File: src/rtl/vreduction_seq_pkg.sv
// Shared definitions for the vreduction sequencer and the reduction ALU interface.
package vector_pkg;

  typedef enum logic [1:0] {
    VR_MAX     = 2'b00,
    VR_MIN     = 2'b01,
    VR_SUM     = 2'b10,
    VR_ILLEGAL = 2'b11
  } reduction_op;

  localparam logic [15:0] FP16_NEG_INF = 16'hFC00;
  localparam logic [15:0] FP16_POS_INF = 16'h7C00;
  localparam logic [15:0] FP16_ZERO    = 16'h0000;

  // Result of reducing an empty vector with the given op.
  function automatic logic [15:0] identity(input reduction_op op);
    case (op)
      VR_MAX:  return FP16_NEG_INF;
      VR_MIN:  return FP16_POS_INF;
      default: return FP16_ZERO;
    endcase
  endfunction

endpackage

File: src/rtl/vreduction_seq.sv
// Sequencer that folds one fp16 vector through the reduction ALU, one element per cycle.
module vreduction_seq
  import vector_pkg::*;
#(
  parameter int unsigned VLEN = 8,
  parameter int unsigned VLW  = $clog2(VLEN + 1)
) (
  input  logic              CLK,
  input  logic              nRST,
  input  logic              in_valid,
  output logic              in_ready,
  input  logic [VLEN*16-1:0] in_vec,
  input  logic [1:0]        in_op,
  input  logic [VLW-1:0]    in_vl,
  output logic              out_valid,
  input  logic              out_ready,
  output logic [15:0]       out_result,
  output logic              out_err,
  output logic [15:0]       alu_value_a,
  output logic [15:0]       alu_value_b,
  output logic [1:0]        alu_op,
  input  logic [15:0]       alu_value_out
);

  typedef enum logic [1:0] {
    S_IDLE = 2'b00,
    S_RUN  = 2'b01,
    S_DONE = 2'b10
  } vr_state_t;

  localparam logic [VLW-1:0] VLEN_W = VLW'(VLEN);

  vr_state_t         r_state;
  vr_state_t         w_next;
  logic [VLEN*16-1:0] r_vec;
  reduction_op       r_op;
  logic [VLW-1:0]    r_vl;
  logic [VLW-1:0]    r_idx;
  logic [15:0]       r_acc;
  logic              r_err;

  logic              w_accept;
  logic [VLW-1:0]    w_vl_eff;
  reduction_op       w_in_op;
  logic              w_last;
  logic [15:0]       w_elem;

  assign w_accept = in_valid && (r_state == S_IDLE);
  assign w_vl_eff = (in_vl > VLEN_W) ? VLEN_W : in_vl;
  assign w_in_op  = reduction_op'(in_op);
  assign w_last   = (r_idx == (r_vl - VLW'(1)));

  // Select the element currently addressed by the run index.
  always_comb begin
    w_elem = '0;
    for (int unsigned i = 0; i < VLEN; i++) begin
      if (r_idx == VLW'(i)) w_elem = r_vec[i*16 +: 16];
    end
  end

  // State register.
  always_ff @(posedge CLK or negedge nRST) begin
    if (!nRST) r_state <= S_IDLE;
    else       r_state <= w_next;
  end

  // Next-state logic.
  always_comb begin
    w_next = r_state;
    case (r_state)
      S_IDLE: begin
        if (w_accept) begin
          if (w_in_op == VR_ILLEGAL || w_vl_eff <= VLW'(1)) w_next = S_DONE;
          else                                             w_next = S_RUN;
        end
      end
      S_RUN:   if (w_last) w_next = S_DONE;
      S_DONE:  if (out_ready) w_next = S_IDLE;
      default: w_next = S_IDLE;
    endcase
  end

  // Handshake and ALU drive; ALU operands are parked at 0/0/SUM outside RUN.
  always_comb begin
    in_ready    = (r_state == S_IDLE);
    out_valid   = (r_state == S_DONE);
    out_result  = (r_state == S_DONE) ? r_acc : '0;
    out_err     = (r_state == S_DONE) && r_err;
    alu_value_a = '0;
    alu_value_b = '0;
    alu_op      = VR_SUM;
    if (r_state == S_RUN) begin
      alu_value_a = r_acc;
      alu_value_b = w_elem;
      alu_op      = r_op;
    end
  end

  // Request capture, accumulator fold and error flag.
  always_ff @(posedge CLK or negedge nRST) begin
    if (!nRST) begin
      r_vec <= '0;
      r_op  <= VR_MAX;
      r_vl  <= '0;
      r_idx <= '0;
      r_acc <= '0;
      r_err <= 1'b0;
    end else begin
      case (r_state)
        S_IDLE: begin
          if (w_accept) begin
            r_vec <= in_vec;
            r_op  <= w_in_op;
            r_vl  <= w_vl_eff;
            r_idx <= VLW'(1);
            if (w_in_op == VR_ILLEGAL) begin
              r_acc <= FP16_ZERO;
              r_err <= 1'b1;
            end else if (w_vl_eff == '0) begin
              r_acc <= identity(w_in_op);
            end else begin
              r_acc <= in_vec[15:0];
            end
          end
        end
        S_RUN: begin
          r_acc <= alu_value_out;
          r_idx <= r_idx + VLW'(1);
        end
        S_DONE: if (out_ready) r_err <= 1'b0;
        default: ;
      endcase
    end
  end

endmodule

File: config.mk
export PLATFORM = sky130hd
export DESIGN_NAME = vreduction_seq
export DESIGN_NICKNAME = d
export VERILOG_FILES = /design/src/rtl/vreduction_seq_pkg.sv /design/src/rtl/vreduction_seq.sv
export SDC_FILE = /design/constraint.sdc
export NUM_CORES = 1
export LEC_CHECK = 0
export CAP_MARGIN = 20
export CORE_UTILIZATION = 48
export CTS_BUF_LIST = sky130_fd_sc_hd__clkbuf_4 sky130_fd_sc_hd__clkbuf_8
export DETAILED_ROUTE_END_ITERATION = 8
export GPL_ROUTABILITY_DRIVEN = 0
export PLACE_DENSITY = 0.89
export SLEW_MARGIN = 20
export SYNTH_ARGS = -nofsm -noshare
export SYNTH_HDL_FRONTEND = slang
export SYNTH_SLANG_ARGS = --single-unit
File: constraint.sdc
create_clock -name CLK -period 5.43 [get_ports CLK]
set_clock_uncertainty 0.1 [all_clocks]
set_input_delay 1.086 -clock CLK [delete_from_list [all_inputs] [get_ports CLK]]
set_output_delay 1.086 -clock CLK [all_outputs]
set_load 0.02 [all_outputs]
==> flow_metrics.py, run 1 <==
metrics = {
    "power_and_ir_drop": {
        "p_per_area_mw_per_mm2": 601,
        "leakagePower_nw": 4.82,
        "peakVddDrop_mv": 0.342,
        "totalPowerFinal_mw": 6.24,
    },
    "route": {
        "drtPass1Iterations": 5,
        "via_per_inst": 5.56,
        "vias": 7427,
        "met1_length_mm": 9.92,
        "drt.antenna.violating_nets": 0,
        "drc": 0,
        "routed_wirelength_mm": 23.7,
        "dr_wl_met3_mm": 1.95,
        "top_layer": "met5",
        "drtIter0Drc": 751,
        "wl_per_cell_um": 17.8,
        "route.met2.wl_mm": 11.0,
    },
    "cts": {
        "clk_path_buf_depth": 2,
        "clkTransAtPathRegs_ns": 0.09,
        "insertion_delay_ns": 0.46,
        "ctsRootBufferMaster": "clkbuf_8",
        "cts_resized": 0,
        "cts_tree": "yes",
        "cts_buffers": 17,
        "htree_num_levels": 4,
        "cts_hold_buffers": 0,
        "cts_setup_buffers": 0,
        "cts_sinks": 157,
    },
    "finish": {
        "drive_gt1_frac": 0.0634,
        "diodes": 0,
        "final_cell_mix": "404 x nand2_1, 205 x clkdlybuf4s50_1, 157 x dfrtp_1, 51 x a21oi_1, 38 x o21ai_0",
        "seq_area_mm2": 0.00393,
        "fillers": 1337,
        "fin_nets": 1266,
        "multi_input_comb_area_mm2": 0.00354,
        "final_common_cell": "nand2_1",
        "area_growth_pct": 31.4,
    },
    "sta": {
        "setup_ws_ns": 0.687,
        "hold_viol": 0,
        "tns_ns": 0,
        "fmax_mhz": 211,
        "grt_setup_unrepaired": "no",
        "slew_violations": 0,
        "min_period_ns": 4.74,
        "slew_headroom": 0.281,
        "fin_crit_sh": 0.873,
        "setup_viol": 0,
        "worst_pin_slew_ns": 1.08,
    },
    "placement": {
        "io_buffers": 206,
        "dpl.hpwl_mm": 16.7,
        "post-place-ws_ns": 1.29,
    },
    "die": {
        "die_area_mm2": 0.0170,
        "fp-row-count": 46,
        "pin_count": 207,
        "coreArea_mm2": 0.0160,
        "die_h_um": 130,
        "initial_core_util": 0.494,
        "die_w_um": 130,
    },
    "logic_synthesis": {
        "netlist.area_leader.share": 0.497,
        "netlist_instances": 949,
        "synth-async-reset-ratio": 1.00,
        "ys_seq_area_frac": 0.497,
        "ys_dominant_reg_cell": "dfrtp_1",
        "synth_edf_count": 0,
        "synth_area_mm2": 0.00790,
        "synth.net_count": 1108,
        "ys_warn_count": 0,
        "ys_top_cells_by_area": "dfrtp_1 50%, nand2_1 19%, a21oi_1 3.2%",
        "yosysUniqueCellTypes": 45,
        "synth_top_cell_by_area": "dfrtp_1",
        "syn_area_per_cell_um2": 8.32,
        "ys_ff_latch": 157,
    },
    "min_path": {
        "hp-class": "flop to flop",
    },
    "setup_path": {
        "cp_data_required_time_ns": 4.24,
        "endpoint_kind": "output port",
        "critPathMaxFanout": 37,
        "cp-start-kind": "flop",
        "cp.arrival_ns": 3.56,
        "crit_type": "flop to output port",
    },
    "global_routing": {
        "grt_antenna_before_repair": 1,
        "grt_pass1_vias": 6993,
        "grtUsageTotal": 0.289,
        "grt_max_degree": 156,
        "grt_pass1_wl_mm": 36.7,
        "grt.overflow.total": 0,
    },
    "status": {
        "status": "finished, final reports clean",
    },
    "job": {
        "drv_cap": 0,
    },
}
worst max-delay path, cell delays in order (launching register included):
cell and delay (ns):
dfrtp_1 0.47, inv_1 0.12, ha_1 0.87, nor2_1 0.52
a21oi_1 0.31, nand2_1 0.09, o21ai_1 0.10, clkdlybuf4s50_1 0.62
metal layers:
layer	vias up	track usage
met3	54	0.0488
met1	3523	0.390
met4	2	0.140
met2	384	0.454
met5	-	0
li1	3464	-
stage by stage:
| stage | instance area, um2 | hold slack [ns] | util | std cells |
|---|---|---|---|---|
| after floorplan | 7900 | 0.337 | - | 949 |
| after global placement | 9950 | 0.352 | 0.622 | 1304 |
| after detailed placement | 9950 | 0.355 | 0.622 | 1304 |
| after CTS | 10400 | 0.378 | 0.649 | 1336 |
| after global routing | 10400 | 0.393 | 0.649 | 1336 |
| final | 10400 | 0.372 | 0.649 | 1336 |
state kept, by name (all words and copies together) (netlist names):
| name | cells |
|---|---|
| r_err | 1 |
| r_acc | 16 |
| r_vec | 128 |
| r_op | 2 |
| r_idx | 4 |
| r_vl | 4 |
| r_state | 2 |
cells by family after synthesis:
group                      synth area share
xor gates and xnor gates            0.00887
buffers and inverters                0.0577
DFF                                   0.497
AOI/OAI and AO/OA                     0.154
and+or+nand+nor                       0.274
adders and majority gates           0.00792
path summary, 6_finish.rpt:
check / start / to / slack [ns] / cells past startpoint
min in group asynchronous: nRST / r_op[1] / 0.62 / 1
min reg2reg: r_op[0] / r_op[0] / 0.37 / 2
max: r_idx[0] / alu_value_b[6] / 0.69 / 7
max in group asynchronous: nRST / r_vec[115] / 3.51 / 2
min: r_op[0] / r_op[0] / 0.37 / 2
max reg2reg: r_state[0] / r_acc[1] / 2.41 / 4
area by class of cell:
| class | instances | area share |
|---|---|---|
| Clock inverter | 12 | 0.0158 |
| Inverter | 23 | 0.00832 |
| Multi-Input combinational cell | 695 | 0.341 |
| Clock buffer | 20 | 0.0253 |
| Tap cell | 216 | 0.0260 |
| Sequential cell | 157 | 0.378 |
| Timing Repair Buffer | 213 | 0.205 |
synth_stat cells (all sizes together) (8+ instances only):
cell / number
and3: 27
a221oi: 17
clkbuf: 32
nand2: 404
o21ai: 54
nor2b: 11
dfrtp: 157
buf: 41
nor2: 12
a221o: 10
and2: 18
a21oi: 51
inv: 23
and2b: 9
nand3: 8
o221a: 15
o32a: 16
where the power goes:
group	total [mW]	switching [mW]	internal, mW
registers	2.16	0.437	1.73
logic	3.14	1.82	1.32
clock network	0.929	0.449	0.481
(Power assumes the default switching activity.)
==> inputs of run 2 (changes only) <==
==> constraint.sdc (replaced) <==
create_clock -name CLK -period 5.4 [get_ports CLK]
set_clock_uncertainty 0.1 [all_clocks]
set_input_delay 1.08 -clock CLK [delete_from_list [all_inputs] [get_ports CLK]]
set_output_delay 1.08 -clock CLK [all_outputs]
set_load 0.02 [all_outputs]
==> results of run 2 <==
The final DEF is identical to that of run 1. Status: finished, final reports clean.
Main changes from that run: setup slack after placement 1.29 ns -> 1.26 ns; setup slack after layout 0.687 ns -> 0.663 ns; register-to-register setup slack 2.41 ns -> 2.38 ns; total power 6.24 mW -> 6.27 mW; worst IR drop on VDD 0.342 mV -> 0.344 mV
==> inputs of run 3 (changes only) <==
--- a/config.mk
+++ b/config.mk
@@ -10,6 +10,7 @@
 export CTS_BUF_LIST = sky130_fd_sc_hd__clkbuf_4 sky130_fd_sc_hd__clkbuf_8
 export DETAILED_ROUTE_END_ITERATION = 8
 export GPL_ROUTABILITY_DRIVEN = 0
+export MAX_ROUTING_LAYER = met4
 export PLACE_DENSITY = 0.89
 export SLEW_MARGIN = 20
 export SYNTH_ARGS = -nofsm -noshare
==> flow_metrics.py, run 3 (same netlist as run 1, synthesis figures left out) <==
metrics = {
    "status": {
        "status": "finished, final reports clean",
    },
    "cts": {
        "cts_tree": "yes",
        "clk_path_buf_depth": 2,
        "cts_hold_buffers": 0,
        "clkTransAtPathRegs_ns": 0.09,
        "ctsRootBufferMaster": "clkbuf_8",
        "insertion_delay_ns": 0.46,
        "htree_num_levels": 4,
        "cts_sinks": 157,
        "cts_setup_buffers": 0,
        "cts_resized": 0,
        "cts_buffers": 17,
    },
    "job": {
        "drv_cap": 0,
    },
    "global_routing": {
        "grt_pass1_vias": 6983,
        "grt.overflow.total": 0,
        "grt_max_degree": 156,
        "grt_antenna_before_repair": 1,
        "grtUsageTotal": 0.298,
        "grt_pass1_wl_mm": 36.7,
    },
    "setup_path": {
        "endpoint_kind": "output port",
        "crit_type": "flop to output port",
        "slowest_stage": "ha_1",
        "cp.arrival_ns": 3.58,
        "r2r_slack_ns": 2.37,
        "critPathMaxFanout": 37,
        "regToRegEndpoint": "r_acc[0]",
        "crit_chain": "inv_1 > ha_1 > nor2_1 > a21oi_1 > nand2_1 > o21ai_1 > clkdlybuf4s50_1",
        "rr_worst_depth": 4,
        "cp-start-kind": "flop",
        "cp_data_required_time_ns": 4.22,
        "cp_slowest_stage_delay_ns": 0.87,
        "r2r_start": "r_state[0]",
    },
    "finish": {
        "largest_reg_flops": 128,
        "final_cell_mix": "404 x nand2_1, 205 x clkdlybuf4s50_1, 157 x dfrtp_1, 51 x a21oi_1, 38 x o21ai_0",
        "area_growth_pct": 31.5,
        "final_common_cell": "nand2_1",
        "top_register": "r_vec",
        "drive_gt1_frac": 0.0634,
        "top_regs": "r_vec (128), r_acc (16)",
        "fin_nets": 1266,
    },
    "min_path": {
        "hp-class": "flop to flop",
        "hold-path-cell-count": 2,
        "min_from": "r_op[0]",
        "holdPathEnd": "r_op[0]",
    },
    "sta": {
        "slew_headroom": 0.284,
        "fmax_mhz": 210,
        "fin_crit_sh": 0.882,
        "min_period_ns": 4.76,
        "slew_violations": 0,
        "setup_ws_ns": 0.636,
        "worst_pin_slew_ns": 1.07,
        "tns_ns": 0,
        "setup_viol": 0,
        "grt_setup_unrepaired": "no",
        "hold_viol": 0,
    },
    "die": {
        "die_h_um": 130,
        "pin_count": 207,
        "coreArea_mm2": 0.0160,
        "die_w_um": 130,
        "die_area_mm2": 0.0170,
        "fp-row-count": 46,
        "initial_core_util": 0.494,
    },
    "route": {
        "vias": 7433,
        "drtIter0Drc": 878,
        "drc": 0,
        "drtPass1Iterations": 6,
        "drt.antenna.violating_nets": 0,
        "routed_wirelength_mm": 23.8,
        "wl_per_cell_um": 17.8,
        "via_per_inst": 5.56,
    },
    "placement": {
        "io_buffers": 206,
        "dpl.hpwl_mm": 16.7,
        "post-place-ws_ns": 1.26,
    },
    "power_and_ir_drop": {
        "peakVddDrop_mv": 0.343,
        "p_per_area_mw_per_mm2": 605,
        "leakagePower_nw": 4.82,
    },
}
## run 3: per-layer routing
layer / GRT usage / up-vias / wire length, um
li1: - / 3462 / -
met1: 0.389 / 3511 / 9890
met2: 0.457 / 409 / 11100
met3: 0.0500 / 51 / 2010
met4: 0.132 / 0 / 843
met5: - / - / 0
## run 3: layout make-up
cell class	count	area [um2]
fill	1336	5620
sequential	157	3930
multi-input combinational	695	3540
timing repair buffer	213	2130
tap	216	270
clock buffer	20	263
clock inverter	12	164
inverter	23	86.3
antenna	1	2.50
## run 3: critical path: cells and delay by family, from the launching register on
| kind | cells | cell delay [ns] |
|---|---|---|
| buf+inv | 2 | 0.75 |
| fa+ha+maj | 1 | 0.87 |
| simple gates | 2 | 0.61 |
| compound gates | 2 | 0.41 |
| flops | 1 | 0.46 |
## run 3: worst max-delay path by stage
| stage | from | to | slack [ns] | cells after the start |
|---|---|---|---|---|
| final | r_idx[0] | alu_value_b[6] | 0.64 | 7 |
| after detailed placement | r_idx[0] | alu_value_b[0] | 1.26 | 7 |
| after global routing | r_idx[0] | alu_value_b[8] | 0.41 | 7 |
| after floorplan | r_idx[0] | alu_value_b[10] | 2.19 | 7 |
| after global placement | r_idx[0] | alu_value_b[3] | 1.34 | 7 |
| after CTS | r_idx[0] | alu_value_b[0] | 0.73 | 7 |
## run 3: power breakdown
group          total (mW)  internal [mW]  switching (mW)
sequential           2.18           1.74           0.442
combinational        3.16           1.33            1.83
clock               0.939          0.483           0.456
total                6.28           3.55            2.73
## run 3: through the flow
step | instances | hold WS, ns | instance area (um2) | utilization | power (mW)
detailed placement | 1304 | 0.355 | 9950 | 0.622 | 5.29
global route | 1337 | 0.393 | 10400 | 0.649 | 6.68
floorplan | 949 | 0.337 | 7900 | - | 4.17
global placement | 1304 | 0.352 | 9950 | 0.622 | 5.18
finish | 1337 | 0.372 | 10400 | 0.649 | 6.28
CTS | 1336 | 0.378 | 10400 | 0.649 | 6.25
